===== src/rtl/seg_pkg.sv =====
// Shared definitions for the seven-segment display driver: the scan-state enum,
// the active-low segment table and the "all off" pin constants.
package seg_pkg;

    typedef enum logic {
        BLANK = 1'b0,
        DRIVE = 1'b1
    } scan_state_e;

    localparam logic [6:0] SEG_OFF = 7'h7F;
    localparam logic [3:0] AN_OFF  = 4'hF;

    // Cathode patterns {g,f,e,d,c,b,a}, active-low, for hex digits 0..F.
    localparam logic [6:0] SEG_TABLE [16] = '{
        7'h40, 7'h79, 7'h24, 7'h30, 7'h19, 7'h12, 7'h02, 7'h78,
        7'h00, 7'h10, 7'h08, 7'h03, 7'h46, 7'h21, 7'h06, 7'h0E
    };

endpackage


===== src/rtl/bcd_to_seg.sv =====
// Combinational 4-bit digit to active-low seven-segment decoder. Values 10..15
// display as hex letters.
import seg_pkg::*;

module bcd_to_seg (
    input  logic [3:0] bcd_i,
    output logic [6:0] seg_o
);

    assign seg_o = SEG_TABLE[bcd_i];

endmodule


===== src/rtl/seg_display_mux.sv =====
// Four-digit time-multiplexed seven-segment driver with per-slot blanking.
// Optional LEADING_ZERO_BLANK_EN suppresses leading zero digits above DP_DIGIT.
import seg_pkg::*;

module seg_display_mux #(
    parameter int SCAN_DIV     = 100000,
    parameter int BLANK_CYCLES = 2000,
    parameter int DP_DIGIT     = 2
) (
    input  logic       clk,
    input  logic       reset,
    input  logic [3:0] d0,
    input  logic [3:0] d1,
    input  logic [3:0] d2,
    input  logic [3:0] d3,
    output logic [6:0] seg,
    output logic       decimal,
    output logic [3:0] an
);

    localparam int              CNT_W     = (SCAN_DIV > 1) ? $clog2(SCAN_DIV) : 1;
    localparam logic [CNT_W-1:0] CNT_LAST  = CNT_W'(SCAN_DIV - 1);
    localparam logic [CNT_W-1:0] CNT_BLANK = CNT_W'(BLANK_CYCLES);

    logic [CNT_W-1:0] cnt_q, cnt_d;
    logic [1:0]       idx_q, idx_d;
    scan_state_e      state_q, state_d;
    logic [3:0]       snap_q [4];
    logic [3:0]       snap_d [4];
    logic [3:0]       an_q, an_d;
    logic [6:0]       seg_q, seg_d;
    logic             dec_q, dec_d;

    logic [3:0]       cur_digit;
    logic [6:0]       cur_seg;
    logic             suppress;

    assign cur_digit = snap_q[idx_q];

    bcd_to_seg u_bcd_to_seg (
        .bcd_i (cur_digit),
        .seg_o (cur_seg)
    );

    always_comb begin
        // NOTE: every signal driven here gets a default first, so no branch can infer a latch.
        cnt_d    = cnt_q + 1'b1;
        idx_d    = idx_q;
        state_d  = state_q;
        snap_d   = snap_q;
        suppress = 1'b0;
        an_d     = AN_OFF;
        seg_d    = SEG_OFF;
        dec_d    = 1'b1;

        if (cnt_q == CNT_LAST) begin
            cnt_d   = '0;
            idx_d   = idx_q + 2'd1;
            state_d = (BLANK_CYCLES == 0) ? DRIVE : BLANK;
        end else if (cnt_d == CNT_BLANK) begin
            state_d = DRIVE;
        end

        // Whole frame is captured at once so a digit roll-over cannot tear mid-scan.
        if (idx_q == 2'd0 && cnt_q == '0) begin
            snap_d = '{d0, d1, d2, d3};
        end

`ifdef LEADING_ZERO_BLANK_EN
        if (int'(idx_q) > DP_DIGIT) begin
            suppress = 1'b1;
            for (int j = 0; j < 4; j++) begin
                if (j >= int'(idx_q) && snap_q[j] != 4'd0) begin
                    suppress = 1'b0;
                end
            end
        end
`endif

        if (state_q == DRIVE && !suppress) begin
            an_d  = ~(4'b0001 << idx_q);
            seg_d = cur_seg;
            dec_d = (int'(idx_q) == DP_DIGIT) ? 1'b0 : 1'b1;
        end
    end

    always_ff @(posedge clk) begin
        // NOTE: sequential state uses non-blocking assignments so every register samples pre-edge values.
        if (!reset) begin
            cnt_q   <= '0;
            idx_q   <= '0;
            // With blanking disabled a slot begins directly in DRIVE.
            state_q <= (BLANK_CYCLES == 0) ? DRIVE : BLANK;
            // NOTE: the snapshot is four plain registers with a defined reset value, not a RAM, so resetting it is cheap and intended.
            snap_q  <= '{default: 4'd0};
            an_q    <= AN_OFF;
            seg_q   <= SEG_OFF;
            dec_q   <= 1'b1;
        end else begin
            cnt_q   <= cnt_d;
            idx_q   <= idx_d;
            state_q <= state_d;
            snap_q  <= snap_d;
            an_q    <= an_d;
            seg_q   <= seg_d;
            dec_q   <= dec_d;
        end
    end

    assign an      = an_q;
    assign seg     = seg_q;
    assign decimal = dec_q;

endmodule


===== config.mk =====
export PLATFORM = sky130hd
export DESIGN_NAME = seg_display_mux
export DESIGN_NICKNAME = d
export VERILOG_FILES = /design/src/rtl/seg_pkg.sv /design/src/rtl/bcd_to_seg.sv /design/src/rtl/seg_display_mux.sv
export SDC_FILE = /design/constraint.sdc
export NUM_CORES = 1
export LEC_CHECK = 0
export ABC_AREA = 1
export CAP_MARGIN = 30
export CORE_MARGIN = 2
export CORE_UTILIZATION = 55
export DETAILED_ROUTE_END_ITERATION = 16
export HOLD_SLACK_MARGIN = 0.05
export PLACE_DENSITY = 0.79
export SETUP_SLACK_MARGIN = 0.05
export SLEW_MARGIN = 20
export SYNTH_ARGS = -nofsm -noshare
export SYNTH_HDL_FRONTEND = slang
export SYNTH_SLANG_ARGS = --single-unit

===== constraint.sdc =====
create_clock -name clk -period 2.42 [get_ports clk]
set_clock_uncertainty 0.15 [all_clocks]
set_input_delay 0.242 -clock clk [delete_from_list [all_inputs] [get_ports clk]]
set_output_delay 0.242 -clock clk [all_outputs]
set_load 0.05 [all_outputs]

==> flow_metrics.tcl, run 1 <==
set metrics [dict create \
    status "finished clean" \
    area_delta_synth_final_pct 18.4 \
    grt_antenna_before_repair 0 \
    finalMaxSlewViolations 0 \
    worstSetupEndpointType "register" \
    drive_above_1_share 0.0659 \
    postCtsSetupRepairBufs 0 \
    cts_root_buffer "clkbuf_8" \
    finalWirelength_mm 4.61 \
    syn-mean-instance-area_sq_um 7.11 \
    p_seq_frac 0.542 \
    pin_count 30 \
    syn-num-nets 361 \
    synth_cell_types 29 \
    ys_seq_area_frac 0.400 \
    core-area_sq_um 4060 \
    grt_pass1_wl_mm 8.16 \
    drt_pass1_iterations 4 \
    syn-cell-area_sq_um 2350 \
    initial_core_util 0.580 \
    fillers 359 \
    swShare 0.248 \
    grt_overflow_total 0 \
    nNetsFinal 393 \
    vias 2119 \
    grt_max_degree 19 \
    worstHoldPathType "register to register" \
    cts_buffers 5 \
    first_global_vias 1913 \
    final_util 0.686 \
    clk_latency_ns 0.29 \
    worst_pin_slew_ns 0.495 \
    pwr-share-clk 0.328 \
    maxCapViolCount 0 \
    port_buffers 29 \
    drc 0 \
    placed_cell_area_sq_um 2690 \
    rows 23 \
    p_sw_uw 382 \
    yosysWarnings 0 \
    slowest_delay_ns 0.55 \
    ys_ff_latch 47 \
    gr-usage-all-layers 0.204 \
    critPathBufInv 2 \
    diodes 0 \
    worst_path_max_delay_cell "dfxtp_1" \
    clock_sinks 47 \
    peakVddDrop_uv 424 \
    finalSetupViolations 0 \
    fin_area_sq_um 2790 \
    comb_power_share 0.130 \
    dieHeight_um 69.4 \
    dp_hpwl_mm 3.55 \
    worstSetupPathType "register to register" \
    viasPerCell 5.12 \
    path_delay_family "flip-flops" \
    crit_fanout 12 \
    dieArea_sq_um 4820 \
    cts_resized 0 \
    clk_pin_slew_worst_paths_ns 0.08 \
    fin_setup_tns_ns 0 \
    critPathLaunchType "register" \
    p_int_uw 1150 \
    fmax_mhz 498 \
    htreeDepth 2 \
    power_density_nw_per_um2 551 \
    rsz0062_at_grt "false" \
    path_cells "inv_2 > nand2_1 > nand3_1 > nand2_1 > inv_1 > ha_1 > o311ai_0" \
    gp_congestion 0.913 \
    cts_buffer_depth 2 \
    critPathArrivalTime_ns 2.04 \
    p_leak_uw 0.00119 \
    die_w_um 69.4 \
    ant_nets 0 \
    netlist_instances 331 \
    min_period_ns 2.01 \
    hold_violations 0 \
    ctsHoldBuffers 0 \
    min_period_over_period 0.830 \
    cp_common_cell "nand2_1" \
    tritoncts "yes" \
    detail_route.wl_per_cell_um 11.1 \
    first_iter_violations 219 \
    relSlewSlack 0.669 \
    crit_required_ns 2.45 \
]
==> area by class of cell <==
class                      count  area (sq um)  share of cell area
multi-input combinational    245          1250               0.448
sequential                    47           941               0.338
timing repair buffer          32           313               0.112
inverter                      32           120              0.0431
clock buffer                   8           100              0.0359
tap                           50          62.6              0.0225
==> path summary, 6_finish.rpt <==
path	startpoint	end	slack (ns)	cells after the start
worst max-delay path	idx_q[0]	seg[2]	0.41	7
worst max register to register	idx_q[0]	seg[2]	0.41	7
worst min-delay path	snap_q[12]	snap_q[12]	0.31	2
worst min register to register	snap_q[12]	snap_q[12]	0.31	2
==> per-stage QoR <==
stage,total power (uW),setup slack [ns],hold slack [ns],instances
5_1_grt,1620,0.197,0.354,414
2_1_floorplan,983,0.440,0.259,331
4_1_cts,1550,0.382,0.324,414
3_5_place_dp,1050,0.411,0.306,406
3_3_place_gp,1050,0.527,0.298,406
6_report,1540,0.412,0.315,414
==> worst min-delay path, cell delays in order, from the launching register on <==
cell	delay [ns]
dfxtp_1	0.30
inv_1	0.06
a21oi_1	0.06
==> cell usage after synthesis <==
master     n  share of area
a31oi_1    2         0.0053
nor2_2     2         0.0053
a21oi_1    7          0.015
nand2_2    1         0.0027
nand4_4    1         0.0090
nor2_1    70           0.11
xor2_2     1         0.0069
nor2_4     4          0.019
inv_2      2         0.0032
xor2_1     3          0.011
nand4_1    8          0.021
inv_1     30          0.048
buf_4      2         0.0064
nand2_1   76           0.12
nor3b_1    1         0.0032
a21oi_2    1         0.0037
o211a_1    1         0.0043
a32oi_1    1         0.0037
ha_1      12          0.064
nand3_1   22          0.047
dfxtp_1   47           0.40
o311ai_0   1         0.0037
clkbuf_1   3         0.0048
buf_6      1         0.0048
xnor2_1    1         0.0037
nand2_4    2         0.0096
o21ai_0   24          0.051
buf_2      1         0.0021
nor3_1     4         0.0085
==> power groups by stage <==
stage | Clock, uW | Combinational [uW] | Sequential [uW]
CTS | 520 | 202 | 832
global placement | 0 | 195 | 851
global route | 546 | 233 | 836
floorplan | 0 | 139 | 844
finish | 504 | 200 | 832
detailed placement | 0 | 199 | 850
==> state kept, by name, summed over array words and instances, names as in the netlist <==
name,flops
cnt_q,17
snap_q,16
idx_q,2
state_q,1
an,4
seg,7
==> placed cells by master, fill, tap and decap left out, types with 2 or more instances in the layout <==
master,Yosys,final
nand2_1,76,76
nor2_1,70,70
dfxtp_1,47,47
inv_1,30,30
clkdlybuf4s50_1,0,29
o21ai_0,24,24
nand3_1,22,22
ha_1,12,12
nand4_1,8,8
a21oi_1,7,7
clkbuf_8,0,7
nor2_4,4,4
nor3_1,4,4
xor2_1,3,3
buf_4,2,3
inv_2,2,2
nand2_4,2,2
nor2_2,2,2
a31oi_1,2,2
==> routing by layer <==
| layer | wire [um] | global-route usage | up-vias |
|---|---|---|---|
| li1 | - | - | 1117 |
| met1 | 2340 | 0.292 | 943 |
| met2 | 1960 | 0.304 | 52 |
| met3 | 251 | 0.0422 | 7 |
| met4 | 57 | 0.0697 | 0 |
| met5 | 0 | 0 | - |
==> cell families (layout without fill, tap and decap cells) <==
family / count (synthesis) / in the layout / synth area share
fa+ha+maj: 12 / 12 / 0.0638
flops: 47 / 47 / 0.400
simple gates: 191 / 191 / 0.359
xor+xnor: 5 / 5 / 0.0218
buf+inv: 39 / 72 / 0.0691
compound gates: 37 / 37 / 0.0867
No activity file was read; power rests on OpenSTA's default activity.
==> run 2: changes to the inputs <==
Settings changed: CORE_UTILIZATION 55 to 49, PLACE_DENSITY 0.79 to 0.75.
Clock period 2.42 ns to 1.74 ns, I/O delays scaled along.
==> run 2 against run 1 <==
  * Worst setup slack worse by 0.38 ns
  * Largest power group unchanged
  * Die area is 12% higher
  * Register-to-register slack got worse by 0.38 ns
  * Critical path depth stayed put
  * Combinational power grew 120%
  * Total power up 60%
  * Sequential cell count stayed put
  * Wire length is 23% higher
==> flow_metrics.tcl, run 2 (same netlist as run 1, synthesis figures left out) <==
set metrics [dict create \
    finalSetupViolations 0 \
    setup.worst_path.start "cnt_q[0]" \
    first_iter_violations 104 \
    grt_max_degree 19 \
    met1_usage 0.285 \
    path_delay_family "simple AND/OR/NAND/NOR gates" \
    final_util 0.706 \
    endpoint "idx_q[1]" \
    htreeDepth 2 \
    cts_buffer_depth 2 \
    worstSetupPathType "register to register" \
    status "finished clean" \
    regArea_sq_um 957 \
    maxCapViolCount 0 \
    fillers 369 \
    hold_violations 0 \
    dieHeight_um 73.3 \
    drive_above_1_share 0.295 \
    first_global_vias 1967 \
    fin_area_sq_um 3290 \
    dp_hpwl_mm 3.88 \
    placed_cell_area_sq_um 2850 \
    cp_common_cell "nand2_2" \
    final_cell_mix "67 x nand2_1, 61 x nor2_1, 40 x dfxtp_1" \
    final_common_cell "nand2_1" \
    clk_latency_ns 0.30 \
    fin_ws_ns 0.0358 \
    die_w_um 73.3 \
    rr_worst_depth 7 \
    grt_antenna_before_repair 0 \
    timing.rr.start "cnt_q[0]" \
    ant_nets 0 \
    rsz0062_at_grt "true" \
    gr-max-usage-layer "met2" \
    worstSetupEndpointType "register" \
    path_cells "ha_4 > nand2_2 > nor2_4 > nand2_2 > nor2_2 > nand4_4 > o211a_1" \
    gp_congestion 0.880 \
    clk_pin_slew_worst_paths_ns 0.09 \
    worst_path_max_delay_cell "dfxtp_4" \
    nNetsFinal 425 \
    crit_fanout 5 \
    tritoncts "yes" \
    initial_core_util 0.505 \
    pin_count 30 \
    core-area_sq_um 4660 \
    cts_root_buffer "clkbuf_8" \
    dieArea_sq_um 5370 \
    cts_buffers 5 \
    ff2ff_setup_slack_ns 0.04 \
    min_period_ns 1.70 \
    grt_overflow_total 0 \
    finalWirelength_mm 5.66 \
    detail_route.wl_per_cell_um 12.6 \
    met3_usage 0.0466 \
    critPathBufInv 0 \
    power_density_nw_per_um2 748 \
    largest_reg_flops 17 \
    rows 25 \
    worst_pin_slew_ns 0.360 \
    critPathLaunchType "register" \
    slowest_delay_ns 0.38 \
    grt_pass1_wl_mm 8.69 \
    min_period_over_period 0.979 \
    p_leak_uw 0.00137 \
    multi_input_area_sq_um 1470 \
    finalMaxSlewViolations 0 \
    crit_required_ns 1.79 \
    pre_cts_ws_ns -0.0824 \
    vias 2323 \
    diodes 0 \
    area_delta_synth_final_pct 39.8 \
    clock_sinks 47 \
    cp.depth 7 \
    regMostFlops "cnt_q" \
    critPathArrivalTime_ns 1.75 \
    peakVddDrop_uv 589 \
    met2_usage 0.330 \
    rr_endpoint "idx_q[1]" \
    fin_setup_tns_ns 0 \
    gr-usage-all-layers 0.210 \
    whs_ns 0.306 \
    port_buffers 29 \
    fmax_mhz 587 \
    drt_pass1_iterations 4 \
    worstHoldPathType "register to register" \
    relSlewSlack 0.758 \
    viasPerCell 5.16 \
    drc 0 \
]
## run 2: through the flow
stage,instances,total power (uW)
global route,450,2550
floorplan,331,1380
finish,450,2460
detailed placement,431,1500
global placement,431,1490
CTS,444,2370
## run 2: layout make-up
cell class | instances | share of cell area
flip-flops and latches | 47 | 0.291
well taps | 54 | 0.0205
multi-input cells | 246 | 0.447
clock buffers | 6 | 0.0251
repair buffers | 63 | 0.165
clock inverters | 2 | 0.0118
inverters | 32 | 0.0396
## run 2: power by group
group	switching [uW]	internal [uW]
Clock	381	473
Sequential	36.8	1130
Combinational	238	203
Total	657	1800
## run 2: worst min-delay path by stage
| stage | startpoint | cells past startpoint | slack [ns] | endpoint |
|---|---|---|---|---|
| after floorplan | reset | 2 | 0.19 | state_q |
| after global placement | cnt_q[0] | 1 | 0.30 | cnt_q[0] |
| after detailed placement | state_q | 2 | 0.31 | state_q |
| after CTS | cnt_q[0] | 1 | 0.31 | cnt_q[0] |
| after global routing | cnt_q[0] | 1 | 0.32 | cnt_q[0] |
| final | cnt_q[0] | 1 | 0.31 | cnt_q[0] |
## run 2: layer usage
metal / up-vias / part of all wire
li1: 1191 / -
met1: 1073 / 0.48
met2: 53 / 0.47
met3: 6 / 0.040
met4: 0 / 0.011
met5: - / 0
## run 2: repair_timing
action	in CTS	in global routing
setup endpoints to repair	41	42
pin swaps	7	27
cloned	1	1
gates resized for setup	20	59
hold buffers	0	0
setup buffers	4	5
